===== src/rtl/hdcpu_pkg.sv =====
`default_nettype none
// +----------------------------------------------------------------------------+
// | Module     : hdcpu_pkg                                                     |
// | Description: Shared beat encodings, sequencer state type and defaults for  |
// |              the hardwired controller timing logic.                        |
// | Revision   : 1.0  initial release                                          |
// +----------------------------------------------------------------------------+
package hdcpu_pkg;

    localparam int PHASES_DEF      = 3;
    localparam int SYNC_STAGES_DEF = 2;
    localparam int CNT_W_DEF       = 16;

    localparam logic [2:0] W_B1 = 3'b001;
    localparam logic [2:0] W_B2 = 3'b010;
    localparam logic [2:0] W_B3 = 3'b100;

    typedef enum logic [0:0] {
        ST_HALT = 1'b0,
        ST_RUN  = 1'b1
    } state_t;

    // SHORT dominates LONG; anything unexpected falls back to W1 to stay one-hot.
    function automatic logic [2:0] next_beat(
        input logic [2:0] cur,
        input logic       req_short,
        input logic       req_long
    );
        logic [2:0] nb;
        nb = W_B1;
        case (cur)
            W_B1:    nb = req_short ? W_B1 : W_B2;
            W_B2:    nb = req_short ? W_B1 : (req_long ? W_B3 : W_B1);
            default: nb = W_B1;
        endcase
        return nb;
    endfunction

endpackage
`default_nettype wire


===== src/rtl/start_sync.sv =====
`default_nettype none
// +----------------------------------------------------------------------------+
// | Module     : start_sync                                                    |
// | Description: Multi-flop synchronizer plus rising-edge pulse for the panel  |
// |              START button. Needs a genuine low level after reset to arm.   |
// | Revision   : 1.0  initial release                                          |
// +----------------------------------------------------------------------------+
module start_sync #(
    parameter int SYNC_STAGES = 2
) (
    input  logic clk,
    input  logic rst,
    input  logic i_async,
    output logic o_pulse
);

    logic [SYNC_STAGES-1:0] r_sync;
    logic [SYNC_STAGES-1:0] r_fill;
    logic                   r_prev;
    logic                   r_armed;
    logic                   w_level;
    logic                   w_valid;

    assign w_level = r_sync[SYNC_STAGES-1];
    assign w_valid = r_fill[SYNC_STAGES-1];

    always_ff @(posedge clk or posedge rst) begin
        if (rst) begin
            r_sync  <= '0;
            r_fill  <= '0;
            r_prev  <= 1'b0;
            r_armed <= 1'b0;
        end else begin
            r_sync <= {r_sync[SYNC_STAGES-2:0], i_async};
            r_fill <= {r_fill[SYNC_STAGES-2:0], 1'b1};
            r_prev <= w_level;
            // A button held through reset must be seen released before it counts.
            if (w_valid && !w_level) begin
                r_armed <= 1'b1;
            end
        end
    end

    assign o_pulse = w_valid & r_armed & w_level & ~r_prev;

endmodule
`default_nettype wire


===== src/rtl/beat_sequencer.sv =====
`default_nettype none
// +----------------------------------------------------------------------------+
// | Module     : beat_sequencer                                                |
// | Description: One-hot beat / T3 timing generator with START-driven run and  |
// |              halt control. BEAT_SINGLE_STEP_EN adds the SSTEP input.       |
// | Revision   : 1.0  initial release                                          |
// +----------------------------------------------------------------------------+
module beat_sequencer
    import hdcpu_pkg::*;
#(
    parameter int PHASES      = PHASES_DEF,
    parameter int SYNC_STAGES = SYNC_STAGES_DEF,
    parameter int CNT_W       = CNT_W_DEF
) (
    input  logic             CLK,
    input  logic             RST,
    input  logic             START,
    input  logic             SHORT,
    input  logic             LONG,
    input  logic             STOP,
`ifdef BEAT_SINGLE_STEP_EN
    input  logic             SSTEP,
`endif
    output logic [3:1]       W,
    output logic             T3,
    output logic             RUN,
    output logic [CNT_W-1:0] CYC
);

    localparam int                c_PH_W    = $clog2(PHASES);
    localparam logic [c_PH_W-1:0] c_PH_LAST = c_PH_W'(PHASES - 1);

    state_t             r_state;
    state_t             w_state_nxt;
    logic [c_PH_W-1:0]  r_phase;
    logic [c_PH_W-1:0]  w_phase_nxt;
    logic [2:0]         r_w;
    logic [2:0]         w_w_nxt;
    logic               r_t3;
    logic               w_t3_nxt;
    logic [CNT_W-1:0]   r_cyc;
    logic [CNT_W-1:0]   w_cyc_nxt;
    logic               w_stp;
    logic               w_halt_req;

    start_sync #(
        .SYNC_STAGES (SYNC_STAGES)
    ) u_start_sync (
        .clk     (CLK),
        .rst     (RST),
        .i_async (START),
        .o_pulse (w_stp)
    );

`ifdef BEAT_SINGLE_STEP_EN
    assign w_halt_req = STOP | SSTEP;
`else
    assign w_halt_req = STOP;
`endif

    always_comb begin
        w_state_nxt = r_state;
        w_phase_nxt = r_phase;
        w_w_nxt     = r_w;
        w_cyc_nxt   = r_cyc;
        case (r_state)
            ST_HALT: begin
                if (w_stp) begin
                    w_state_nxt = ST_RUN;
                    w_phase_nxt = '0;
                end
            end
            ST_RUN: begin
                if (r_phase == c_PH_LAST) begin
                    // Beat boundary: controller requests are only honoured here.
                    w_w_nxt     = next_beat(r_w, SHORT, LONG);
                    w_phase_nxt = '0;
                    if (w_w_nxt == W_B1) begin
                        w_cyc_nxt = r_cyc + CNT_W'(1);
                    end
                    if (w_halt_req) begin
                        w_state_nxt = ST_HALT;
                    end
                end else begin
                    w_phase_nxt = r_phase + c_PH_W'(1);
                end
            end
            default: begin
                w_state_nxt = ST_HALT;
                w_phase_nxt = '0;
                w_w_nxt     = W_B1;
            end
        endcase
        w_t3_nxt = (w_state_nxt == ST_RUN) && (w_phase_nxt == c_PH_LAST);
    end

    always_ff @(posedge CLK or posedge RST) begin
        if (RST) begin
            r_state <= ST_HALT;
            r_phase <= '0;
            r_w     <= W_B1;
            r_t3    <= 1'b0;
            r_cyc   <= '0;
        end else begin
            r_state <= w_state_nxt;
            r_phase <= w_phase_nxt;
            r_w     <= w_w_nxt;
            r_t3    <= w_t3_nxt;
            r_cyc   <= w_cyc_nxt;
        end
    end

    assign W   = r_w;
    assign T3  = r_t3;
    assign RUN = (r_state == ST_RUN);
    assign CYC = r_cyc;

endmodule
`default_nettype wire

===== config.mk =====
export PLATFORM = sky130hd
export DESIGN_NAME = beat_sequencer
export DESIGN_NICKNAME = d
export VERILOG_FILES = /design/src/rtl/hdcpu_pkg.sv /design/src/rtl/start_sync.sv /design/src/rtl/beat_sequencer.sv
export SDC_FILE = /design/constraint.sdc
export NUM_CORES = 1
export LEC_CHECK = 0
export CORE_ASPECT_RATIO = 2
export CORE_MARGIN = 5
export CORE_UTILIZATION = 34
export CTS_BUF_LIST = sky130_fd_sc_hd__clkbuf_4 sky130_fd_sc_hd__clkbuf_8
export DETAILED_ROUTE_END_ITERATION = 6
export PLACE_DENSITY = 0.67
export SYNTH_ARGS = -nofsm -noshare
export SYNTH_HDL_FRONTEND = slang
export SYNTH_SLANG_ARGS = --single-unit

===== constraint.sdc =====
create_clock -name CLK -period 1.3 [get_ports CLK]
set_input_delay 0.195 -clock CLK [delete_from_list [all_inputs] [get_ports CLK]]
set_output_delay 0.195 -clock CLK [all_outputs]
set_load 0.005 [all_outputs]

==> flow_summary.ini, run 1 <==
[logic_synthesis]
synth_area_per_cell_um2 = 12.5
synth_warnings = 0
main_combinational_cell_family_by_area_after_synthesis = simple AND/OR/NAND/NOR gates
syn_nets = 111
gate_count_after_technology_mapping = 104
fraction_of_the_mapped_netlist_area_in_compound_gates_pct = 6.05
synthXorXnorAreaFrac_pct = 10.1
synth_top_area_share_pct = 53.8
synth_simple_gate_area_share_pct = 23.9
yosysSeqAreaShare_pct = 55.8
synthAdderAreaFrac_pct = 0.961
synthMuxAreaShare_pct = 1.15
netlist.top_cell.by_area = sky130_fd_sc_hd__dfrtp_1
synth.distinct_cells = 35
netlist_top_cells_area = sky130_fd_sc_hd__dfrtp_1 54%, sky130_fd_sc_hd__xor2_1 6.1%, sky130_fd_sc_hd__xnor2_1 4.0%, sky130_fd_sc_hd__nor4_2 2.9%, sky130_fd_sc_hd__nand3_1 2.3%
syn_area_um2 = 1300
synth.ff_latch_count = 29

[status]
status = finished with violations
violations = setup timing

[floorplanning]
initial_core_util_pct = 34.2
core.rowCount = 32
floorplan.die_area_um2 = 5240
die_w_um = 53.8
area_of_the_core_region_um2 = 3800
die_h_um = 97.5
io-pin-count = 27

[sta]
grt_setup_unrepaired = yes
final_critical_path_setup_slack_ps = -179
maxClockFrequency_mhz = 676
hold_viol = 0
maxSlewViolCount = 0
layout_min_cycle_time_ps = 1480
timing.final.crit_share_pct = 114
setup_viol = 16
hold-worst-slack_ps = 251
worst_clock_skew_ps = 4.44
timing.setup.tns_ps = -1850

[placed_design]
dp_hpwl_mm = 2.23
gp_congestion = 0.762
placement.io_buffers = 26
pre_cts_ws_ps = -304

[layout]
syn_to_final_growth_pct = 61.8
antenna_cells_inserted = 0
nets = 177
layout.cells.most_common = sky130_fd_sc_hd__buf_4
layout_common_cells = 27 x sky130_fd_sc_hd__buf_4, 26 x sky130_fd_sc_hd__dfrtp_1, 18 x sky130_fd_sc_hd__dlygate4sd2_1, 9 x sky130_fd_sc_hd__xor2_1
final_layout_size_suffix_gt1_share_pct = 40.4

[critical_path]
worst_r2r_endpoint = CYC[13]
cell_by_cell_listing_of_the_critical_path = buf_6, nand2b_4, a211o_4, nand4_1, xnor2_1
r2r_setup_slack_ps = -180
r2r_cells = 5
worst_ep_arrival_time_ps = 1680
crit_required_ps = 1500
timing.critical_path.buf_inv = 1
end_kind = flip-flop
worstPathMaxFanout = 6
path_delay_family = flip-flops
crit_path_max_incr_delay_ps = 560
critPathSlowestCell = sky130_fd_sc_hd__dfstp_2
critical_path_class = flip-flop to flip-flop
critical_path_start_type = flip-flop
worst_flop_to_flop_path_startpoint = W[1]

[global_routing]
grt_first_pass_wirelength_mm = 5.53
antenna_found_initial = 0
number_of_global_route_vias_before_repair = 1185
gr_util_all_layers_pct = 14.5
grt_start_max_net_pins = 30
sum_of_overflow_across_all_layers_after_global_routing = 0

[drt]
vias_per_cell = 4.82
wl_mm = 3.52
detailedRoute.firstIterationViolations = 20
detail_route.drc_violations = 0
drtPass1Iterations = 4
ant_nets = 0
vias = 1069
route.detailed.wl_per_inst_um = 15.9

[pwr]
leakage_uw = 0.00110
total_power_uw = 3500
ir_worst_vdd_v = 0.000707
powerDensity_nw_per_um2 = 1660

[clock_tree]
total_number_of_h_tree_levels = 2
clk_pin_slew_worst_paths_ps = 60
cts_root_buffer = sky130_fd_sc_hd__clkbuf_8
cts_inserted_buffers = 5
clock_latency_ps = 280
cts_tree = yes
clock_sinks = 29
cts-root-to-sink-buffers = 2

[hold_path]
hold_path_class = primary input to asynchronous set/reset pin

[run]
max_cap_violations = 0
==> registers in the layout (all words and copies together) (netlist names) <==
register / count
RUN: 1
W: 3
u_start_sync.r_fill: 2
r_phase: 2
CYC: 16
T3: 1
u_start_sync.r_sync: 2
u_start_sync.r_armed: 1
u_start_sync.r_prev: 1
==> metal layers <==
metal  global-route usage (%)  up-vias  share of wire [%]
li1                         -      491                  -
met1                     14.2      536                 34
met2                     24.9       32                 58
met3                     4.30       10                4.3
met4                     8.46        0                3.9
met5                        0        -                  0
==> worst max-delay path by stage <==
stage	startpoint	end	cells after the start
after floorplan	W[1]	CYC[1]	4
after global placement	SHORT	CYC[14]	6
after detailed placement	SHORT	CYC[10]	6
after CTS	W[1]	CYC[8]	6
after global routing	W[1]	CYC[8]	5
final	W[1]	CYC[13]	5
==> kinds of logic (layout without fill, tap and decap cells) <==
kind of cell	after synthesis	after routing
AOI/OAI and AO/OA	10	10
and+or+nand+nor	42	42
other	1	1
adders and majority gates	1	1
buffers and inverters	5	72
DFF	29	29
muxes	1	1
xor gates and xnor gates	15	15
==> worst reg2reg max path, cell delays in order, from the launching register on <==
cell and delay (ps):
sky130_fd_sc_hd__dfstp_2 560, sky130_fd_sc_hd__buf_6 110, sky130_fd_sc_hd__nand2b_4 70, sky130_fd_sc_hd__a211o_4 390
sky130_fd_sc_hd__nand4_1 140, sky130_fd_sc_hd__xnor2_1 140
==> power by group <==
group / switching (uW) / internal [uW]
Clock: 329 / 472
Combinational: 668 / 802
Sequential: 128 / 1100
Total: 1120 / 2370
==> cell usage after synthesis <==
cell type / instances
sky130_fd_sc_hd__or2b_1: 1
sky130_fd_sc_hd__and4_1: 1
sky130_fd_sc_hd__nand4_1: 3
sky130_fd_sc_hd__a211o_1: 1
sky130_fd_sc_hd__nand3b_4: 1
sky130_fd_sc_hd__o21ai_0: 2
sky130_fd_sc_hd__ha_1: 1
sky130_fd_sc_hd__nand2b_4: 1
sky130_fd_sc_hd__nor4b_4: 1
sky130_fd_sc_hd__conb_1: 1
sky130_fd_sc_hd__a21o_1: 3
sky130_fd_sc_hd__mux2_4: 1
sky130_fd_sc_hd__nor3b_1: 1
sky130_fd_sc_hd__and2_1: 1
sky130_fd_sc_hd__and3_1: 4
sky130_fd_sc_hd__buf_4: 1
sky130_fd_sc_hd__nor4_2: 3
sky130_fd_sc_hd__nor4b_2: 1
sky130_fd_sc_hd__dfrtp_1: 28
sky130_fd_sc_hd__a21boi_4: 1
sky130_fd_sc_hd__and3b_2: 1
sky130_fd_sc_hd__nand2_1: 7
sky130_fd_sc_hd__nor2_2: 1
sky130_fd_sc_hd__xnor2_1: 6
sky130_fd_sc_hd__nor3_1: 1
sky130_fd_sc_hd__a41oi_1: 1
sky130_fd_sc_hd__xor2_1: 9
sky130_fd_sc_hd__inv_1: 4
sky130_fd_sc_hd__dfstp_2: 1
sky130_fd_sc_hd__nand3_1: 6
sky130_fd_sc_hd__nand2_4: 1
sky130_fd_sc_hd__nor2_1: 5
sky130_fd_sc_hd__a21oi_1: 2
sky130_fd_sc_hd__and4_4: 1
sky130_fd_sc_hd__nand4b_1: 1
==> stage by stage <==
stage	utilization [%]	instance area, um^2	std cells
after floorplan	-	1310	104
after global placement	47.4	1800	201
after detailed placement	47.4	1800	201
after CTS	53.9	2050	222
after global routing	55.4	2110	222
final	55.4	2110	222
==> timing repair <==
item,4_1_cts,5_1_grt
setup endpoints to repair,35,19
setup buffers,13,1
gates resized for setup,37,12
hold buffers,0,0
pin swaps,14,8
hold endpoints to repair,0,0
==> final cells by class <==
cell class | instances | area, um^2
fillers | 329 | 1700
flip-flops and latches | 29 | 729
multi-input cells | 70 | 664
repair buffers | 60 | 537
clock buffers | 8 | 97.6
well taps | 51 | 63.8
inverters | 4 | 15.0
Power figures use the tool's default switching activity.
==> run 2, diff against run 1 <==
- CTS_CLUSTER_SIZE: unset -> 28
- SLEW_MARGIN: unset -> 20
==> results of run 2 <==
Final layout, timing and power as in run 1 (identical DEF).
==> run 3, diff against run 2 <==
- CORE_MARGIN: 5 -> 10
- CORE_UTILIZATION: 34 -> 47
- PLACE_DENSITY: 0.67 -> 0.85
- SKIP_LAST_GASP: unset -> 1
==> run 3 against run 2 <==
Against the previous run: the flow still finishes with violations (setup timing); routed wire length is 6.0% higher; clock power increased by 23%; clock skew is 7.1 ps higher; sequential share of layout area fell by 0.059 points; fmax is 3.2% lower; register-to-register slack got worse by 50 ps; first-iteration DRC count grew 80%; global-route usage is 0.82 points lower; cell area did not move; sequential power about the same; critical path type unchanged.
==> flow_summary.ini, run 3 (same netlist as run 1, synthesis figures left out) <==
[status]
status = finished with violations
violations = setup timing

[drt]
route.detailed.wl_per_inst_um = 18.3
drtPass1Iterations = 4
vias_per_cell = 5.39
detail_route.drc_violations = 0
wl_mm = 3.73
detailedRoute.firstIterationViolations = 36
ant_nets = 0
vias = 1099

[pwr]
comb_power_share_pct = 40.4
ir_worst_vdd_v = 0.00140
powerDensity_nw_per_um2 = 1750
sequentialPowerShare_pct = 32.8
p_int_uw = 2570
power.net_switching_uw = 1120
sw_frac_of_total_pct = 30.4
power.clock.fraction_pct = 26.7
leakage_uw = 0.00107

[floorplanning]
die_w_um = 57.2
initial_core_util_pct = 48.2
die_h_um = 94.5
floorplan.die_area_um2 = 5400
area_of_the_core_region_um2 = 2700
io-pin-count = 27
core.rowCount = 27

[critical_path]
worst_ep_arrival_time_ps = 1700
crit_required_ps = 1470
critical_path_start_type = flip-flop
worstPathMaxFanout = 3
end_kind = flip-flop
critical_path_class = flip-flop to flip-flop

[global_routing]
gr-max-usage-layer = met2
global_route.usage.met1_pct = 11.8
global_route_met3_usage_pct = 5.38
gr_util_all_layers_pct = 13.6
grt_first_pass_wirelength_mm = 5.73
number_of_global_route_vias_before_repair = 1217
grt_start_max_net_pins = 17
sum_of_overflow_across_all_layers_after_global_routing = 0
grt_util_met2_pct = 24.5
antenna_found_initial = 0

[sta]
setup_viol = 17
worst_clock_skew_ps = 11.6
grt_setup_unrepaired = yes
hold-worst-slack_ps = 217
timing.final.crit_share_pct = 118
final_critical_path_setup_slack_ps = -228
maxSlewViolCount = 0
layout_min_cycle_time_ps = 1530
hold_viol = 0
maxClockFrequency_mhz = 654

[placed_design]
pre_cts_ws_ps = -313
dp_hpwl_mm = 2.46
gp_congestion = 0.805
placement.io_buffers = 26
placed_cells = 178

[clock_tree]
clock_sinks = 29
cts_tree = yes
cts-root-to-sink-buffers = 2
clock_latency_ps = 290
clk_pin_slew_worst_paths_ps = 70
total_number_of_h_tree_levels = 2
cts_inserted_buffers = 5
cts_root_buffer = sky130_fd_sc_hd__clkbuf_8

[layout]
syn_to_final_growth_pct = 61.8
largest_register_ffs = 16
non_filler_cells_in_the_finished_layout = 204
final_layout_size_suffix_gt1_share_pct = 41.1
antenna_cells_inserted = 0
layout.cells.most_common = sky130_fd_sc_hd__buf_4
nets = 181
layout_common_cells = 32 x sky130_fd_sc_hd__buf_4, 27 x sky130_fd_sc_hd__dfrtp_1, 13 x sky130_fd_sc_hd__dlygate4sd2_1, 9 x sky130_fd_sc_hd__xor2_1, 7 x sky130_fd_sc_hd__clkdlybuf4s15_1

[hold_path]
hold_path_class = primary input to asynchronous set/reset pin

[run]
max_cap_violations = 0
## run 3: layout make-up
class | count | area, um^2
inverters | 4 | 15.0
well taps | 29 | 36.3
clock inverters | 1 | 30.0
flip-flops and latches | 29 | 728
multi-input cells | 70 | 652
clock buffers | 7 | 90.1
fillers | 164 | 596
repair buffers | 64 | 556
## run 3: stage by stage
stage	total power (uW)	cell area [um^2]	TNS [ps]	utilization, %
floorplan	1740	1310	-310	-
global placement	2390	1750	-3460	64.9
detailed placement	2470	1750	-4020	64.9
CTS	3550	2020	-1720	74.6
global route	3900	2110	-3220	78.0
finish	3690	2110	-2440	78.0
## run 3: worst paths after layout
path                                              from                      to  slack, ps  cells past startpoint
worst min register to register  u_start_sync.r_fill[0]  u_start_sync.r_fill[1]        340                      0
worst min-delay path                               RST              r_phase[1]        220                      3
worst max-delay path                              W[1]                  CYC[1]       -230                      6
min in group CLK                u_start_sync.r_fill[0]  u_start_sync.r_fill[1]        340                      0
max in group asynchronous                          RST                  CYC[6]        850                      3
worst max register to register                    W[1]                  CYC[1]       -230                      6
## run 3: what timing repair did
action,CTS,global route
cloned,0,0
gates resized for setup,35,17
hold buffers,0,0
pin swaps,12,11
endpoints found under the setup margin,37,25
buffers inserted,12,6
## run 3: layer usage
metal,share of wire (%),vias up
met5,0,-
met4,4.2,0
met3,5.9,15
met2,58,38
met1,32,545
li1,-,501
## run 3: worst max-delay path, stage by stage (launching register included)
cell and delay, ps:
sky130_fd_sc_hd__dfstp_2 560, sky130_fd_sc_hd__buf_6 100, sky130_fd_sc_hd__nand2b_4 70, sky130_fd_sc_hd__a21boi_4 200, sky130_fd_sc_hd__buf_4 150, sky130_fd_sc_hd__nor2_4 40
sky130_fd_sc_hd__mux2_4 300
## run 3: power groups by stage
stage	clock [uW]	sequential, uW	combinational (uW)
6_report	988	1210	1490
5_1_grt	1040	1240	1620
4_1_cts	1000	1200	1350
3_5_place_dp	0	1240	1220
3_3_place_gp	0	1230	1160
2_1_floorplan	0	1300	446
